--- src/rtl/mem_arb_pkg.sv ---
// rtl/mem_arb_pkg.sv - shared encodings for the memory read-channel arbiter
package mem_arb_pkg;

  typedef enum logic [2:0] {
    IDLE = 3'b001,
    REQ  = 3'b010,
    RSP  = 3'b100
  } state_e;

  typedef enum logic {
    ICACHE = 1'b0,
    DCACHE = 1'b1
  } req_id_e;

  localparam int BEAT_CNT_WIDTH = 4;

endpackage

--- src/rtl/rr_arb2.sv ---
// rtl/rr_arb2.sv - two-input round-robin selector, history updated on load
module rr_arb2
  import mem_arb_pkg::*;
(
  input  logic    clk,
  input  logic    rst,
  input  logic    req_icache,
  input  logic    req_dcache,
  input  logic    load,
  output req_id_e grant
);

  req_id_e last_grant;

  // On a tie the requester that was not served last time wins.
  always_comb begin
    grant = ICACHE;
    if (req_icache && req_dcache) begin
      grant = (last_grant == ICACHE) ? DCACHE : ICACHE;
    end else if (req_dcache) begin
      grant = DCACHE;
    end
  end

  always_ff @(posedge clk or posedge rst) begin
    if (rst) begin
      last_grant <= DCACHE;
    end else if (load) begin
      last_grant <= grant;
    end
  end

endmodule

--- src/rtl/mem_rd_arbiter.sv ---
// rtl/mem_rd_arbiter.sv - shares one memory read channel between I-cache and D-cache
module mem_rd_arbiter
  import mem_arb_pkg::*;
#(
  parameter int ADDR_WIDTH = 32,
  parameter int DATA_WIDTH = 32
) (
  input  logic                      clk,
  input  logic                      rst,
  input  logic                      from_icache_rd_req_valid,
  input  logic [ADDR_WIDTH-1:0]     from_icache_rd_req_addr,
  output logic                      to_icache_rd_req_ready,
  output logic                      to_icache_rd_rsp_valid,
  output logic [DATA_WIDTH-1:0]     to_icache_rd_rsp_data,
  output logic                      to_icache_rd_rsp_last,
  input  logic                      from_icache_rd_rsp_ready,
  input  logic                      from_dcache_rd_req_valid,
  input  logic [ADDR_WIDTH-1:0]     from_dcache_rd_req_addr,
  output logic                      to_dcache_rd_req_ready,
  output logic                      to_dcache_rd_rsp_valid,
  output logic [DATA_WIDTH-1:0]     to_dcache_rd_rsp_data,
  output logic                      to_dcache_rd_rsp_last,
  input  logic                      from_dcache_rd_rsp_ready,
  output logic                      to_mem_rd_req_valid,
  output logic [ADDR_WIDTH-1:0]     to_mem_rd_req_addr,
  input  logic                      from_mem_rd_req_ready,
  input  logic                      from_mem_rd_rsp_valid,
  input  logic [DATA_WIDTH-1:0]     from_mem_rd_rsp_data,
  input  logic                      from_mem_rd_rsp_last,
  output logic                      to_mem_rd_rsp_ready,
  output logic                      busy,
  output logic [BEAT_CNT_WIDTH-1:0] beat_cnt
);

  state_e                    state;
  state_e                    state_nxt;
  req_id_e                   grant_id;
  req_id_e                   arb_grant;
  logic [ADDR_WIDTH-1:0]     addr_q;
  logic [BEAT_CNT_WIDTH-1:0] beat_cnt_q;
  logic                      any_req;
  logic                      grant_load;
  logic                      beat_acc;

  assign any_req    = from_icache_rd_req_valid | from_dcache_rd_req_valid;
  assign grant_load = (state == IDLE) && any_req;
  assign beat_acc   = (state == RSP) && from_mem_rd_rsp_valid && to_mem_rd_rsp_ready;

  rr_arb2 u_rr_arb2 (
    .clk        (clk),
    .rst        (rst),
    .req_icache (from_icache_rd_req_valid),
    .req_dcache (from_dcache_rd_req_valid),
    .load       (grant_load),
    .grant      (arb_grant)
  );

  always_ff @(posedge clk or posedge rst) begin
    if (rst) begin
      state <= IDLE;
    end else begin
      state <= state_nxt;
    end
  end

  always_comb begin
    state_nxt = state;
    unique case (state)
      IDLE:    if (any_req) state_nxt = REQ;
      REQ:     if (from_mem_rd_req_ready) state_nxt = RSP;
      RSP:     if (beat_acc && from_mem_rd_rsp_last) state_nxt = IDLE;
      default: state_nxt = IDLE;
    endcase
  end

  // Address is captured at grant time so a requester may drop valid while in REQ.
  always_ff @(posedge clk or posedge rst) begin
    if (rst) begin
      grant_id   <= ICACHE;
      addr_q     <= '0;
      beat_cnt_q <= '0;
    end else begin
      if (grant_load) begin
        grant_id <= arb_grant;
        addr_q   <= (arb_grant == ICACHE) ? from_icache_rd_req_addr : from_dcache_rd_req_addr;
      end
      if ((state == REQ) && from_mem_rd_req_ready) begin
        beat_cnt_q <= '0;
      end else if (beat_acc) begin
        beat_cnt_q <= beat_cnt_q + 1'b1;
      end
    end
  end

  always_comb begin
    to_mem_rd_req_valid    = 1'b0;
    to_mem_rd_req_addr     = '0;
    to_mem_rd_rsp_ready    = 1'b0;
    to_icache_rd_req_ready = 1'b0;
    to_icache_rd_rsp_valid = 1'b0;
    to_icache_rd_rsp_data  = '0;
    to_icache_rd_rsp_last  = 1'b0;
    to_dcache_rd_req_ready = 1'b0;
    to_dcache_rd_rsp_valid = 1'b0;
    to_dcache_rd_rsp_data  = '0;
    to_dcache_rd_rsp_last  = 1'b0;
    busy                   = (state != IDLE);
    beat_cnt               = beat_cnt_q;
    unique case (state)
      REQ: begin
        to_mem_rd_req_valid = 1'b1;
        to_mem_rd_req_addr  = addr_q;
        if (grant_id == ICACHE) begin
          to_icache_rd_req_ready = from_mem_rd_req_ready;
        end else begin
          to_dcache_rd_req_ready = from_mem_rd_req_ready;
        end
      end
      // Beats pass straight through; the granted cache owns the back-pressure.
      RSP: begin
        if (grant_id == ICACHE) begin
          to_icache_rd_rsp_valid = from_mem_rd_rsp_valid;
          to_icache_rd_rsp_data  = from_mem_rd_rsp_data;
          to_icache_rd_rsp_last  = from_mem_rd_rsp_last;
          to_mem_rd_rsp_ready    = from_icache_rd_rsp_ready;
        end else begin
          to_dcache_rd_rsp_valid = from_mem_rd_rsp_valid;
          to_dcache_rd_rsp_data  = from_mem_rd_rsp_data;
          to_dcache_rd_rsp_last  = from_mem_rd_rsp_last;
          to_mem_rd_rsp_ready    = from_dcache_rd_rsp_ready;
        end
      end
      default: ;
    endcase
  end

endmodule

--- config.mk ---
export PLATFORM = sky130hd
export DESIGN_NAME = mem_rd_arbiter
export DESIGN_NICKNAME = d
export VERILOG_FILES = /design/src/rtl/mem_arb_pkg.sv /design/src/rtl/rr_arb2.sv /design/src/rtl/mem_rd_arbiter.sv
export SDC_FILE = /design/constraint.sdc
export NUM_CORES = 1
export LEC_CHECK = 0
export ABC_AREA = 0
export CORE_MARGIN = 2
export CORE_UTILIZATION = 27
export CTS_CLUSTER_DIAMETER = 50
export DETAILED_ROUTE_END_ITERATION = 16
export PLACE_DENSITY_LB_ADDON = 0.08
export RECOVER_POWER = 25
export SLEW_MARGIN = 20
export SYNTH_ARGS = -nofsm -noshare
export SYNTH_HDL_FRONTEND = slang
export SYNTH_SLANG_ARGS = --single-unit
--- constraint.sdc ---
create_clock -name clk -period 1.8 [get_ports clk]
set_clock_uncertainty 0.2 [all_clocks]
set_input_delay 0.27 -clock clk [delete_from_list [all_inputs] [get_ports clk]]
set_output_delay 0.27 -clock clk [all_outputs]
set_load 0.05 [all_outputs]
* After elaboration in Yosys (flattened, before gate mapping)
Index checks and enable logic that the tools add are counted.
** Storage, ports and cells
- Logic and storage cells :: 52
- Bits of input ports :: 105
- Register bits after elaboration :: 41
- Output and inout bits :: 109
** Operators by class
- Equal/unequal tests :: 7
- $add $sub $neg :: 1
- Reductions and logical operators :: 8
- Bitwise gates (word level) :: 1
- Mux-type cells :: 30
** Operators with widths (count)
- two-way mux 32 bit :: 6
- two-way mux 1 bit :: 18
- two-way mux 3 bit :: 3
- case mux 3 bit (3 select lines) :: 1
- two-way mux 4 bit :: 2
- logical AND 1 bit :: 6
- adder 4 x 1 -> 4 bit (second input constant) :: 1
- != test 2 bit (second input constant) :: 2
- == test 3 x 1 -> 1 bit (second input constant) :: 1
- == test 3 x 2 -> 1 bit (second input constant) :: 1
- == test 3 bit (second input constant) :: 1
- != test 3 x 1 -> 1 bit (second input constant) :: 1
- AND reduction 3 bit :: 1
- != test 2 x 1 -> 1 bit (second input constant) :: 1
- nonzero test 2 bit :: 1
- bitwise OR 1 bit :: 1

* Longest topological paths before layout
- Depth in word-level cells :: 6
- Gate-level depth with buffers :: 5
- Depth with buffers taken out :: 4

* Hierarchy
From an unflattened synthesis, not the netlist that was laid out.
** Unflattened totals
- Cell total of the unflattened synthesis :: 268
- Area, all modules :: 2796.4 um^2
** Modules (own cells, without submodules)
- mem_rd_arbiter :: sequential area each 1002.2 um^2, times used 1, cells each 264, area an instance 2740.1 um^2
- rr_arb2 :: sequential area each 26.3 um^2, times used 1, cells each 4, area an instance 56.3 um^2

* Worst setup path after synthesis
No wires, ideal clock.
- Kind :: flip-flop to output port
- From :: register state[1]
- To :: output port to_mem_rd_req_addr[22]
- Data arrival time :: 1989 ps
- Stages on the path, launching flop included :: 5
- Slack :: -659 ps
- Cell sequence :: dfrtp_1 > or3b_1 > inv_2 > clkbuf_1 > and2_1
** Between the ends
- Longest elaborated chain between the ends :: 2
** Ends and longest elaborated chain
- start: declaration :: line mem_rd_arbiter.sv:35 : state_e state;
- start signal: assignment :: line mem_rd_arbiter.sv:62 : state <= state_nxt;
- == test 3 x 2 -> 1 bit :: line mem_rd_arbiter.sv:109 : unique case (state)
- two-way mux 32 bit :: line mem_rd_arbiter.sv:109
- end: declaration :: line mem_rd_arbiter.sv:25 : output logic [ADDR_WIDTH-1:0] to_mem_rd_req_addr,
No other way between the ends.

* Final worst setup path
- From :: register state[1]
- To :: output port to_dcache_rd_rsp_data[9]
** Between the ends
- Longest elaborated chain between the ends :: 2
** Ends and longest elaborated chain
- == test 3 bit :: line mem_rd_arbiter.sv:109
- two-way mux 32 bit :: line mem_rd_arbiter.sv:109
- end: declaration :: line mem_rd_arbiter.sv:21 : output logic [DATA_WIDTH-1:0] to_dcache_rd_rsp_data,
No other way between the ends.

==> reports/qor.txt <==
outcome - finished with violations
failing checks - setup timing
Hold WS - 179 ps
final setup TNS - -44,810 ps
max incr delay on CP - 410 ps
1st-iter DRT viols - 78
WP data arrival - 1800 ps
Antenna Diode Count - 0
period utilisation layout - 126%
buffers from clock root to sink, at most - 2
unrepaired setup endpoints after global routing - true
Hold Fails Final Rpt - 0
initial antenna violation count - 0
routability cong. - 0.773
Syn. warnings - 0
post-synth net total - 372
Initial Utilization - 28.0%
Inst Count DP - 618
Worst-Skew Late Latency - 290 ps
crit path max-delay cell type - dfrtp_1
largest net degree at the start of global routing - 27
type of origin of the critical path - flop
synth top area cells - dfrtp_1 (35%), mux2_2 (26%), and2_1 (15%)
grt total ovfl - 0
first-pass GRT wire length - 18.0 mm
final instance area - 0.00732 sq mm
CTS Buf Count - 5
Fmax achieved - 0.441 GHz
H-Tree Depth - 2
Hold Crit Start - from_icache_rd_req_valid
Finished Layout Cells - 648
GRT Overall Usage - 20.7%
routed len/inst - 19.2 microns
met3 WL - 525 microns
Worst R2R Start - state[2]
crit path launch - state[1]
FF+latch count, synth - 41
post-synth top area cell - dfrtp_1
worst setup margin - -467 ps
Post-Place Setup Slack - -331 ps
Cells after Synth - 266
die area - 0.0110 sq mm
share of the synthesized area in the top cell type - 35.4%
io pins - 214
crit-path cells - buf_4 -> nor3b_4 -> buf_6 -> buf_12 -> buf_16 -> and3_4 -> buf_12
Slew @ Worst Pin - 607 ps
Synth-to-Final Area Change - 165%
Worst Path Max Fanout - 9
normalized max-slew margin - 58.4%
Worst VDD drop - 0.000755 V
met1 WL - 4.77 mm
pwr dens - 1060 mW/mm^2
Pre-antenna DRT Iters - 4
Placed Instance Area - 0.00648 sq mm
Pleak - 3.12 nW
Top FF cell, synth - dfrtp_1
Root Buffer - clkbuf_8
Distinct cells, synth - 33
Worst path most repeated cell - buf_12
Setup crit end kind - output port
Remaining DRCs - 0
crit path time final - 2270 ps
Post-Route WL - 12.4 mm
clk slew on worst S/H paths - 80 ps
core area - 0.00986 sq mm
Die H - 105 microns
Max-Cap Viols - 0
nets - 620
setup violators final - 124
Num Clock Sinks - 41
Die X - 105 microns
syn avg cell area - 10.4 sq um
Netlist Area Pre-Place - 0.00276 sq mm
cell with the most instances after synthesis - and2_1
Top Metal Used - met4
Synth top cells by count - and2_1 (66), mux2_2 (64), dfrtp_1 (39)
post-detail-place hpwl - 8.38 mm
Post-synth ARST share - 100%
sequential cell area fraction in the yosys report - 37.3%
port buffer count - 213
max-slew violations - 0
DRT antenna net count - 0
CTS tree - yes
vias in the first global route - 3,222
EDFF count, synth - 0
met2 wire len - 6.99 mm
Vias - 3,092
layout cell share with drive strength beyond 1 - 67.6%
floorplan row count - 36
Required @ worst endpoint - 1330 ps
cts-stage hold buffer count - 0
crit path kind - flop to output port
vias per cell - 4.77
HP Class - primary input to flop
[power breakdown]
group	internal [W]	total [W]	switching (W)
sequential	0.00139	0.00170	0.000311
combinational	0.00303	0.00540	0.00237
clock	0.000347	0.000665	0.000318
[cells in the final DEF, fill, tap and decap left out, types with 2 or more instances in the layout]
cell type / count
nor3b_4: 2
buf_12: 112
buf_6: 6
buf_16: 3
nand4_1: 2
clkdlybuf4s50_1: 101
dlymetal6s2s_1: 2
nand2_1: 2
clkbuf_16: 6
and2_4: 64
and3_4: 33
clkbuf_8: 7
and3_2: 2
o21ai_0: 2
mux2i_1: 3
buf_4: 26
and2_1: 2
a21oi_1: 2
dfrtp_1: 38
nor2_4: 3
inv_1: 2
dfstp_2: 2
mux2_2: 33
buf_8: 3
mux2_4: 32
[flip-flops by register name (all words and copies together) (netlist names)]
register	flops
state	3
grant_id	1
u_rr_arb2.last_grant	1
beat_cnt	4
addr_q	32
[per-layer routing]
layer  track usage, %  vias up
li1                 -     1430
met1             23.9     1552
met2             38.9       96
met3             4.55       14
met4             4.29        0
met5                0        -
[layout make-up]
class / count / area (sq um)
repair buffers: 261 / 3830
fillers: 655 / 2540
multi-input cells: 201 / 2170
flip-flops and latches: 41 / 1030
well taps: 133 / 166
clock buffers: 7 / 96.3
inverters: 4 / 17.5
clock inverters: 1 / 5.00
[stage by stage]
step / power (W) / utilization (%)
detailed placement: 0.00601 / 65.7
floorplan: 0.00412 / -
global route: 0.00812 / 74.2
CTS: 0.00714 / 71.1
finish: 0.00777 / 74.2
global placement: 0.00592 / 65.7
[path summary, 6_finish.rpt]
path                                             to  slack, ps  cells after the start
max                        to_dcache_rd_rsp_data[9]       -470                      7
min                            u_rr_arb2.last_grant        180                      3
max reg2reg                             beat_cnt[0]       -250                      6
min reg2reg                               addr_q[0]        310                      1
max in group asynchronous                 addr_q[3]        310                      3
min in group asynchronous                addr_q[20]        240                      2
[critical path: cells and delay by family (launching register included)]
kind	cells	cell delay, ps
buf+inv	5	720
simple gates	2	370
flops	1	410
[logic make-up (layout without fill, tap and decap cells)]
group,count (synthesis),in the layout,synth area share [%]
AO/OA/AOI/OAI,13,13,3.22
adder cells (fa/ha/maj),1,1,0.454
buffers and inverters,24,273,3.99
flip-flops,41,41,37.3
multiplexers,68,68,27.6
AND/OR/NAND/NOR,119,119,27.4
[timing repair]
action | 4_1_cts | 5_1_grt
setup endpoints to repair | 139 | 141
endpoints found under the hold margin | 0 | 0
pin swaps | 6 | 5
cloned | 4 | 6
resized for setup | 61 | 44
buffers inserted | 12 | 2
Note: power is estimated with default switching activity, not from simulation.
